[src/rtl/hgc_isa_vram_port_if.sv]
// rtl/hgc_isa_vram_port_if.sv - ISA-side and VRAM-side signal bundle for the HGC CPU VRAM port
interface hgc_isa_vram_port_if #(
    parameter int ADDR_WIDTH = 16,
    parameter int DATA_WIDTH = 8
);
    logic                  bus_memr;
    logic                  bus_memw;
    logic [ADDR_WIDTH-1:0] bus_addr;
    logic [DATA_WIDTH-1:0] bus_din;
    logic [DATA_WIDTH-1:0] bus_dout;
    logic                  bus_rdy;
    logic                  vram_sel;
    logic [ADDR_WIDTH-1:0] vram_addr;
    logic [DATA_WIDTH-1:0] vram_dout;
    logic                  vram_we;
    logic [DATA_WIDTH-1:0] vram_din;

    modport slave (
        input  bus_memr, bus_memw, bus_addr, bus_din, vram_din,
        output bus_dout, bus_rdy, vram_sel, vram_addr, vram_dout, vram_we
    );

    modport master (
        output bus_memr, bus_memw, bus_addr, bus_din, vram_din,
        input  bus_dout, bus_rdy, vram_sel, vram_addr, vram_dout, vram_we
    );
endinterface

[src/rtl/hgc_isa_vram_port.sv]
// rtl/hgc_isa_vram_port.sv - latches ISA memory cycles and runs them as 3-cycle VRAM accesses inside sequencer grant windows
module hgc_isa_vram_port #(
    parameter int ADDR_WIDTH = 16,
    parameter int DATA_WIDTH = 8
) (
    input  logic               clk,
    input  logic               reset,
    input  logic               isa_op_enable,
    output logic               busy,
    hgc_isa_vram_port_if.slave bus
);

    typedef enum logic [2:0] {
        IDLE     = 3'd0,
        WAIT_WIN = 3'd1,
        ACC1     = 3'd2,
        ACC2     = 3'd3,
        ACC3     = 3'd4,
        DONE     = 3'd5
    } state_t;

    state_t state, state_d;

    logic                  req;
    logic                  req_q;
    logic                  start;
    logic [ADDR_WIDTH-1:0] addr_q;
    logic [DATA_WIDTH-1:0] data_q;
    logic                  op_wr;

    logic                  rdy_q, rdy_d;
    logic [DATA_WIDTH-1:0] dout_q, dout_d;
    logic                  sel_q, sel_d;
    logic                  we_q, we_d;
    logic [ADDR_WIDTH-1:0] vaddr_q, vaddr_d;
    logic [DATA_WIDTH-1:0] vdout_q, vdout_d;
    logic                  busy_d;

    assign req   = bus.bus_memr | bus.bus_memw;
    assign start = req & ~req_q;

    // Outputs are decoded from the next state so every pin comes straight off a flop.
    always_comb begin
        state_d = state;
        dout_d  = dout_q;
        vaddr_d = vaddr_q;
        vdout_d = vdout_q;

        case (state)
            IDLE:     if (start) state_d = WAIT_WIN;
            WAIT_WIN: if (isa_op_enable) state_d = ACC1;
            ACC1:     state_d = ACC2;
            ACC2: begin
                state_d = ACC3;
                if (!op_wr) dout_d = bus.vram_din;
            end
            // A strobe already gone by now means nobody is waiting on DONE.
            ACC3:     state_d = req_q ? DONE : IDLE;
            DONE:     if (!req_q) state_d = IDLE;
            default:  state_d = IDLE;
        endcase

        if (state == WAIT_WIN && state_d == ACC1) begin
            vaddr_d = addr_q;
            vdout_d = data_q;
        end

        sel_d  = (state_d == ACC1) || (state_d == ACC2) || (state_d == ACC3);
        we_d   = (state_d == ACC2) && op_wr;
        rdy_d  = (state_d == IDLE) || (state_d == DONE);
        busy_d = (state_d != IDLE);
    end

    always_ff @(posedge clk) begin
        if (reset) begin
            state   <= IDLE;
            req_q   <= 1'b0;
            addr_q  <= '0;
            data_q  <= '0;
            op_wr   <= 1'b0;
            rdy_q   <= 1'b1;
            dout_q  <= '0;
            sel_q   <= 1'b0;
            we_q    <= 1'b0;
            vaddr_q <= '0;
            vdout_q <= '0;
            busy    <= 1'b0;
        end else begin
            state   <= state_d;
            req_q   <= req;
            rdy_q   <= rdy_d;
            dout_q  <= dout_d;
            sel_q   <= sel_d;
            we_q    <= we_d;
            vaddr_q <= vaddr_d;
            vdout_q <= vdout_d;
            busy    <= busy_d;
            // Request fields are only sampled on a fresh edge seen from IDLE.
            if (state == IDLE && start) begin
                addr_q <= bus.bus_addr;
                data_q <= bus.bus_din;
                op_wr  <= bus.bus_memw;
            end
        end
    end

    assign bus.bus_rdy   = rdy_q;
    assign bus.bus_dout  = dout_q;
    assign bus.vram_sel  = sel_q;
    assign bus.vram_we   = we_q;
    assign bus.vram_addr = vaddr_q;
    assign bus.vram_dout = vdout_q;

endmodule

[src/flat_wrapper.sv]
// flat-port wrapper written by rule: the top's interface ports become plain ports
module hgc_isa_vram_port_flat 
#(
    parameter int ADDR_WIDTH = 16,
    parameter int DATA_WIDTH = 8
)
  (clk, reset, isa_op_enable, busy, bus_bus_memr, bus_bus_memw, bus_bus_addr, bus_bus_din, bus_vram_din, bus_bus_dout, bus_bus_rdy, bus_vram_sel, bus_vram_addr, bus_vram_dout, bus_vram_we);
  hgc_isa_vram_port_if #(.ADDR_WIDTH(ADDR_WIDTH), .DATA_WIDTH(DATA_WIDTH)) bus_i ();
  input  logic clk;
  input  logic reset;
  input  logic isa_op_enable;
  output logic busy;
  input wire logic [$bits(bus_i.bus_memr)-1:0] bus_bus_memr;
  input wire logic [$bits(bus_i.bus_memw)-1:0] bus_bus_memw;
  input wire logic [$bits(bus_i.bus_addr)-1:0] bus_bus_addr;
  input wire logic [$bits(bus_i.bus_din)-1:0] bus_bus_din;
  input wire logic [$bits(bus_i.vram_din)-1:0] bus_vram_din;
  output wire logic [$bits(bus_i.bus_dout)-1:0] bus_bus_dout;
  output wire logic [$bits(bus_i.bus_rdy)-1:0] bus_bus_rdy;
  output wire logic [$bits(bus_i.vram_sel)-1:0] bus_vram_sel;
  output wire logic [$bits(bus_i.vram_addr)-1:0] bus_vram_addr;
  output wire logic [$bits(bus_i.vram_dout)-1:0] bus_vram_dout;
  output wire logic [$bits(bus_i.vram_we)-1:0] bus_vram_we;
  assign bus_i.bus_memr = bus_bus_memr;
  assign bus_i.bus_memw = bus_bus_memw;
  assign bus_i.bus_addr = bus_bus_addr;
  assign bus_i.bus_din = bus_bus_din;
  assign bus_i.vram_din = bus_vram_din;
  assign bus_bus_dout = bus_i.bus_dout;
  assign bus_bus_rdy = bus_i.bus_rdy;
  assign bus_vram_sel = bus_i.vram_sel;
  assign bus_vram_addr = bus_i.vram_addr;
  assign bus_vram_dout = bus_i.vram_dout;
  assign bus_vram_we = bus_i.vram_we;
  hgc_isa_vram_port #(.ADDR_WIDTH(ADDR_WIDTH), .DATA_WIDTH(DATA_WIDTH)) u_core (.clk(clk), .reset(reset), .isa_op_enable(isa_op_enable), .busy(busy), .bus(bus_i));
endmodule
[config.mk]
export PLATFORM = sky130hd
export DESIGN_NAME = hgc_isa_vram_port_flat
export DESIGN_NICKNAME = d
export VERILOG_FILES = /design/src/rtl/hgc_isa_vram_port_if.sv /design/src/rtl/hgc_isa_vram_port.sv /design/src/flat_wrapper.sv
export SDC_FILE = /design/constraint.sdc
export NUM_CORES = 1
export LEC_CHECK = 0
export ABC_AREA = 1
export BUFFER_PORTS_ARGS = -buffer_cell sky130_fd_sc_hd__buf_2
export CORE_MARGIN = 5
export CORE_UTILIZATION = 35
export DETAILED_ROUTE_END_ITERATION = 8
export GPL_ROUTABILITY_DRIVEN = 0
export MAX_ROUTING_LAYER = met4
export RECOVER_POWER = 100
export SETUP_SLACK_MARGIN = 0.1
export SYNTH_ARGS = -nofsm -noshare
export SYNTH_HDL_FRONTEND = slang
export SYNTH_SLANG_ARGS = --single-unit
[constraint.sdc]
create_clock -name clk -period 1.25 [get_ports clk]
set_input_delay 0.0625 -clock clk [delete_from_list [all_inputs] [get_ports clk]]
set_output_delay 0.0625 -clock clk [all_outputs]
set_load 0.03 [all_outputs]
Word level (Yosys, flattened, before mapping). Cells that the tools add are included.

Output and inout port bits: 36. Input bits: 37. Bits in writable memories: 0. Memories kept: 0. Word-level logic and storage cells: 40. Bits in read-only memories: 0. Latch bits: 0. Register bits: 65.

Div/mod/pow operators: 0. Equality and inequality tests: 9. $add $sub $neg: 0. Shift-type cells: 0. $mul: 0. Multiplexer cells: 5. Reductions and logical operators: 10. Magnitude comparators: 0. Bitwise logic cells: 4.

Operator list (count): $pmux 3 s6 (1); $eq 3x2->1 const B (4); $eq 3x3->1 const B (4); $mux 3 (4); $logic_not 3->1 (2); $eq 3x1->1 const B (1); $logic_and 1x1->1 (3); $logic_or 1x1->1 (3); $reduce_bool 3->1 (1); $not 1->1 (2); $reduce_and 2->1 (1); $and 1x1->1 (1); $or 1x1->1 (1).

Logic depth before layout (Yosys ltp).
Depth after elaboration: 7. Gate-level depth with buffers: 7. Gate-level depth less buffers: 7.

Worst setup path after synthesis. No wires, ideal clock.

Path kind: reg-to-reg. Start point: register u_core.state[0]. End point: register u_core.dout_q[0] (netlist: u_core.bus.bus_dout[0]). Clock period less this slack: 1.068 ns. Library setup time: 0.116 ns. Data required time: 1.134 ns. Slack: 0.182 ns. Stages on the path, launching flop included: 6. Buffers on the path: 0. Arrival: 0.952 ns. Cell sequence: dfxtp_1 -> nand3_1 -> nor2_4 -> inv_2 -> nor2_1 -> nor2_1.

Longest elaborated chain between the ends: 2.

Ends and longest elaborated chain: start, declared (RTL line hgc_isa_vram_port.sv:22) `state_t state, state_d;`; start signal, assigned (RTL line hgc_isa_vram_port.sv:89) `state <= state_d;`; $eq 3x2->1 (RTL line hgc_isa_vram_port.sv:49) `case (state)`; $reduce_and 2->1 (no line); end signal, assigned (RTL line hgc_isa_vram_port.sv:92) `dout_q <= dout_d;`; end, declared (RTL line hgc_isa_vram_port.sv:32) `logic [DATA_WIDTH-1:0] dout_q, dout_d;`.

Every way passes these cells. A chain may end at the register's enable or synchronous reset.

Final worst setup path.
Start point: register u_core.state[0]. End point: register u_core.addr_q[12].

Longest elaborated chain between the ends: 2.

Ends and longest elaborated chain: $logic_not 3->1 (RTL line hgc_isa_vram_port.sv:99) `if (state == IDLE && start) begin`; $logic_and 1x1->1 (RTL line hgc_isa_vram_port.sv:99); end signal, assigned (RTL line hgc_isa_vram_port.sv:100) `addr_q <= bus.bus_addr;`; end, declared (RTL line hgc_isa_vram_port.sv:27) `logic [ADDR_WIDTH-1:0] addr_q;`.

Every way passes these cells.

==> summary.md <==
| Metric | Value |
|---|---|
| Via Count | between 2k and 2.5k |
| Area grow syn2layout | 41.4% |
| Iteration count of the initial detailed-routing pass | 4 |
| Final setup violation count | 0 |
| Chip Width | 94.0 µm |
| HP Class | input port to flop |
| Met2 Track Usage GR | a little under a quarter |
| Clk sinks | 65 |
| Routed len/inst | approximately 12 µm |
| FP Rows | 30 |
| Via density | between 4 and 5 |
| Area post-placement | 2900 µm² |
| Top Ports | between 70 and 80 |
| Clk Latency, worst-skew pair | between 0.3 and 0.4 ns |
| Mapped Nets | 322 |
| Met3 GRT Util | 2.88% |
| Synth Instances | about 290 |
| RR Startpoint | u_core.state[0]$_SDFF_PP0_ |
| Crit share post-route | ~94% |
| Syn. warnings | 0 |
| Max FO, Critical Path | 17 |
| Max IR drop VDD | between 0.5 and 0.6 mV |
| Clk_skew | 0.00465 ns |
| Root Driver | clkbuf_8 |
| M1 GR Usage | between 10% and 20% |
| Synth unique cells | 21 |
| F_max | about 850 MHz |
| Worst-Margin Slew | 0.418 ns |
| Hpwl dp | 3640 µm |
| Min Tclk post-route | about 1.2 ns |
| Pwr dens | 1510 nW/µm² |
| Final hold slack | 0.186 ns |
| Max Slew Vio Count | 0 |
| Seq cells post-synth | 65 |
| Final Net Count | around 440 |
| Yosys top cell area share | 52.6% |
| Worst Hold Path EP | u_core.state[1]$_SDFF_PP0_ |
| H-tree levels | 3 |
| Clock Path Buffers | 2 |
| CTS Buf Count | 9 |
| Share of cells above drive strength 1 | a little over a quarter |
| GRT Max-Usage Layer | met2 |
| R2R cell count | 5 |
| CTS tree | yes |
| Antenna Cells | 0 |
| Core area | 6830 µm² |
| DRT iter0 DRCs | 80 |
| Synth top area cells | dfxtp_1, o21ai_0, a21oi_2 |
| Slew headroom | slightly above 70% |
| Critical path type | flop to flop |
| Largest net degree at the start of global routing | between 40 and 50 |
| Status | complete, no violations |
| Final core area utilization | 51.2% |
| R2r endpoint | u_core.addr_q[12]$_SDFFE_PP0P_ |
| Die outline height | around 94 µm |
| Drt drc | 0 |
| GR Overflow Total | 0 |
| First-pass GRT wire length | 9710 µm |
| Initial Util | a little over a third |
| FF-to-FF setup slack | 0.08 ns |
| Commonest non-fill, non-tap cell in the layout | dfxtp_1 |
| Number of global-route vias before repair | ~2.2k |
| RSZ-0062 raised after global routing | true |
| Sequential share of the synthesized area | around 53% |
| Most frequent cells in the layout | dfxtp_1, nand2_1, clkbuf_1, dlygate4sd3_1, buf_2 |
| Max-cap viol count | 0 |
| Leakage | 1.40 nW |
| Cell taking the most area after synthesis | dfxtp_1 |
| WL final | ~6100 µm |
| CP arrival | 1.38 ns |
| Setup TNS | 0 ns |
| DIE AREA | between 8000 and 9000 µm² |
| Critical path endpoint category | flop |
| Hold Fails Final Rpt | 0 |
| Kind of start point of the critical path | flop |
| WP data required | between 1 and 1.5 ns |
| Fin area | about 3500 µm² |
| GRT Total Usage | roughly 14% |
| Min-delay src | isa_op_enable |
| Antenna violations before repair | 0 |
| Clock transition at path regs | approximately 0.060 ns |
| Synth Cell Area | 2470 µm² |
| ANT nets after route | 0 |
| Syn avg cell area | ~8.7 µm² |
| IO buf count | 72 |
| Hold Path Stages | 5 |
[state kept, by name, summed over array words and instances, names as in the netlist]
signal                cells
u_core.addr_q            16
u_core.bus.vram_addr     16
u_core.bus.bus_dout       8
u_core.bus.vram_dout      8
u_core.data_q             8
u_core.state              3
u_core.bus.bus_rdy        1
u_core.bus.vram_sel       1
u_core.bus.vram_we        1
u_core.busy               1
u_core.op_wr              1
u_core.req_q              1
[how the worst max path moves through the flow]
stage	start	to	slack, ns	cells after the start
6_report	u_core.state[0]$_SDFF_PP0_	u_core.addr_q[12]$_SDFFE_PP0P_	0.08	5
3_3_place_gp	u_core.state[0]$_SDFF_PP0_	u_core.bus.bus_dout[2]$_SDFFE_PP0P_	0.08	5
2_1_floorplan	u_core.state[0]$_SDFF_PP0_	u_core.bus.bus_dout[0]$_SDFFE_PP0P_	0.18	5
3_5_place_dp	u_core.state[0]$_SDFF_PP0_	u_core.bus.bus_dout[4]$_SDFFE_PP0P_	0.02	5
4_1_cts	u_core.state[2]$_SDFF_PP0_	u_core.bus.vram_dout[6]$_SDFFE_PP0P_	0.07	5
5_1_grt	u_core.state[0]$_SDFF_PP0_	u_core.data_q[7]$_SDFFE_PP0P_	0.004	5
[worst max-delay path, cell delays in order, from the launching register on]
cell and delay (ns):
dfxtp_2 0.36, nor2_1 0.19, nand3_4 0.15, buf_6 0.20, nand2_1 0.09, a21oi_2 0.06
[power by group]
part | internal, mW | switching (mW) | total (mW)
logic | 0.336 | 0.579 | 0.915
registers | 2.24 | 0.0899 | 2.33
clock network | 1.28 | 0.753 | 2.03
[logic make-up (layout without fill, tap and decap cells)]
family / after synthesis / in the layout / synth area share [%]
and+or+nand+nor: 84 / 85 / 16.3
AOI/OAI and AO/OA: 87 / 87 / 20.7
buffers and inverters: 49 / 165 / 10.3
DFF: 65 / 65 / 52.6
[stage by stage]
stage          std cells  total power, mW  setup WS, ns
3_5_place_dp         444             3.20        0.0225
5_1_grt              498             5.54       0.00416
6_report             498             5.28        0.0766
4_1_cts              496             5.35        0.0685
2_1_floorplan        285             2.99         0.182
3_3_place_gp         444             3.19        0.0765
[timing repair]
action,in CTS,in global routing
cloned,1,1
resized for setup,7,17
setup buffers,0,1
endpoints found under the setup margin,46,59
endpoints found under the hold margin,36,0
hold buffers,36,0
pin swaps,2,3
[metal layers]
metal	routed length, µm	vias to the layer above
li1	-	1135
met1	2860	989
met2	2850	62
met3	322	9
met4	95	0
met5	0	-
[cell type report]
cell class                      instances  area, µm²
Tap cell                               96        120
Inverter                               34        144
Clock inverter                          2       60.1
Multi-Input combinational cell        172        926
Sequential cell                        65       1310
Clock buffer                           13        169
Timing Repair Buffer                  116        773
Fill cell                             693       3330
[synthesized netlist by cell type, drive strengths merged]
library cell,n
dfxtp,65
o21ai,34
nor2,22
nand3,5
clkbuf,4
nand2,57
buf,11
inv,34
o21bai,1
a21oi,52
Power figures use the tool's default switching activity.
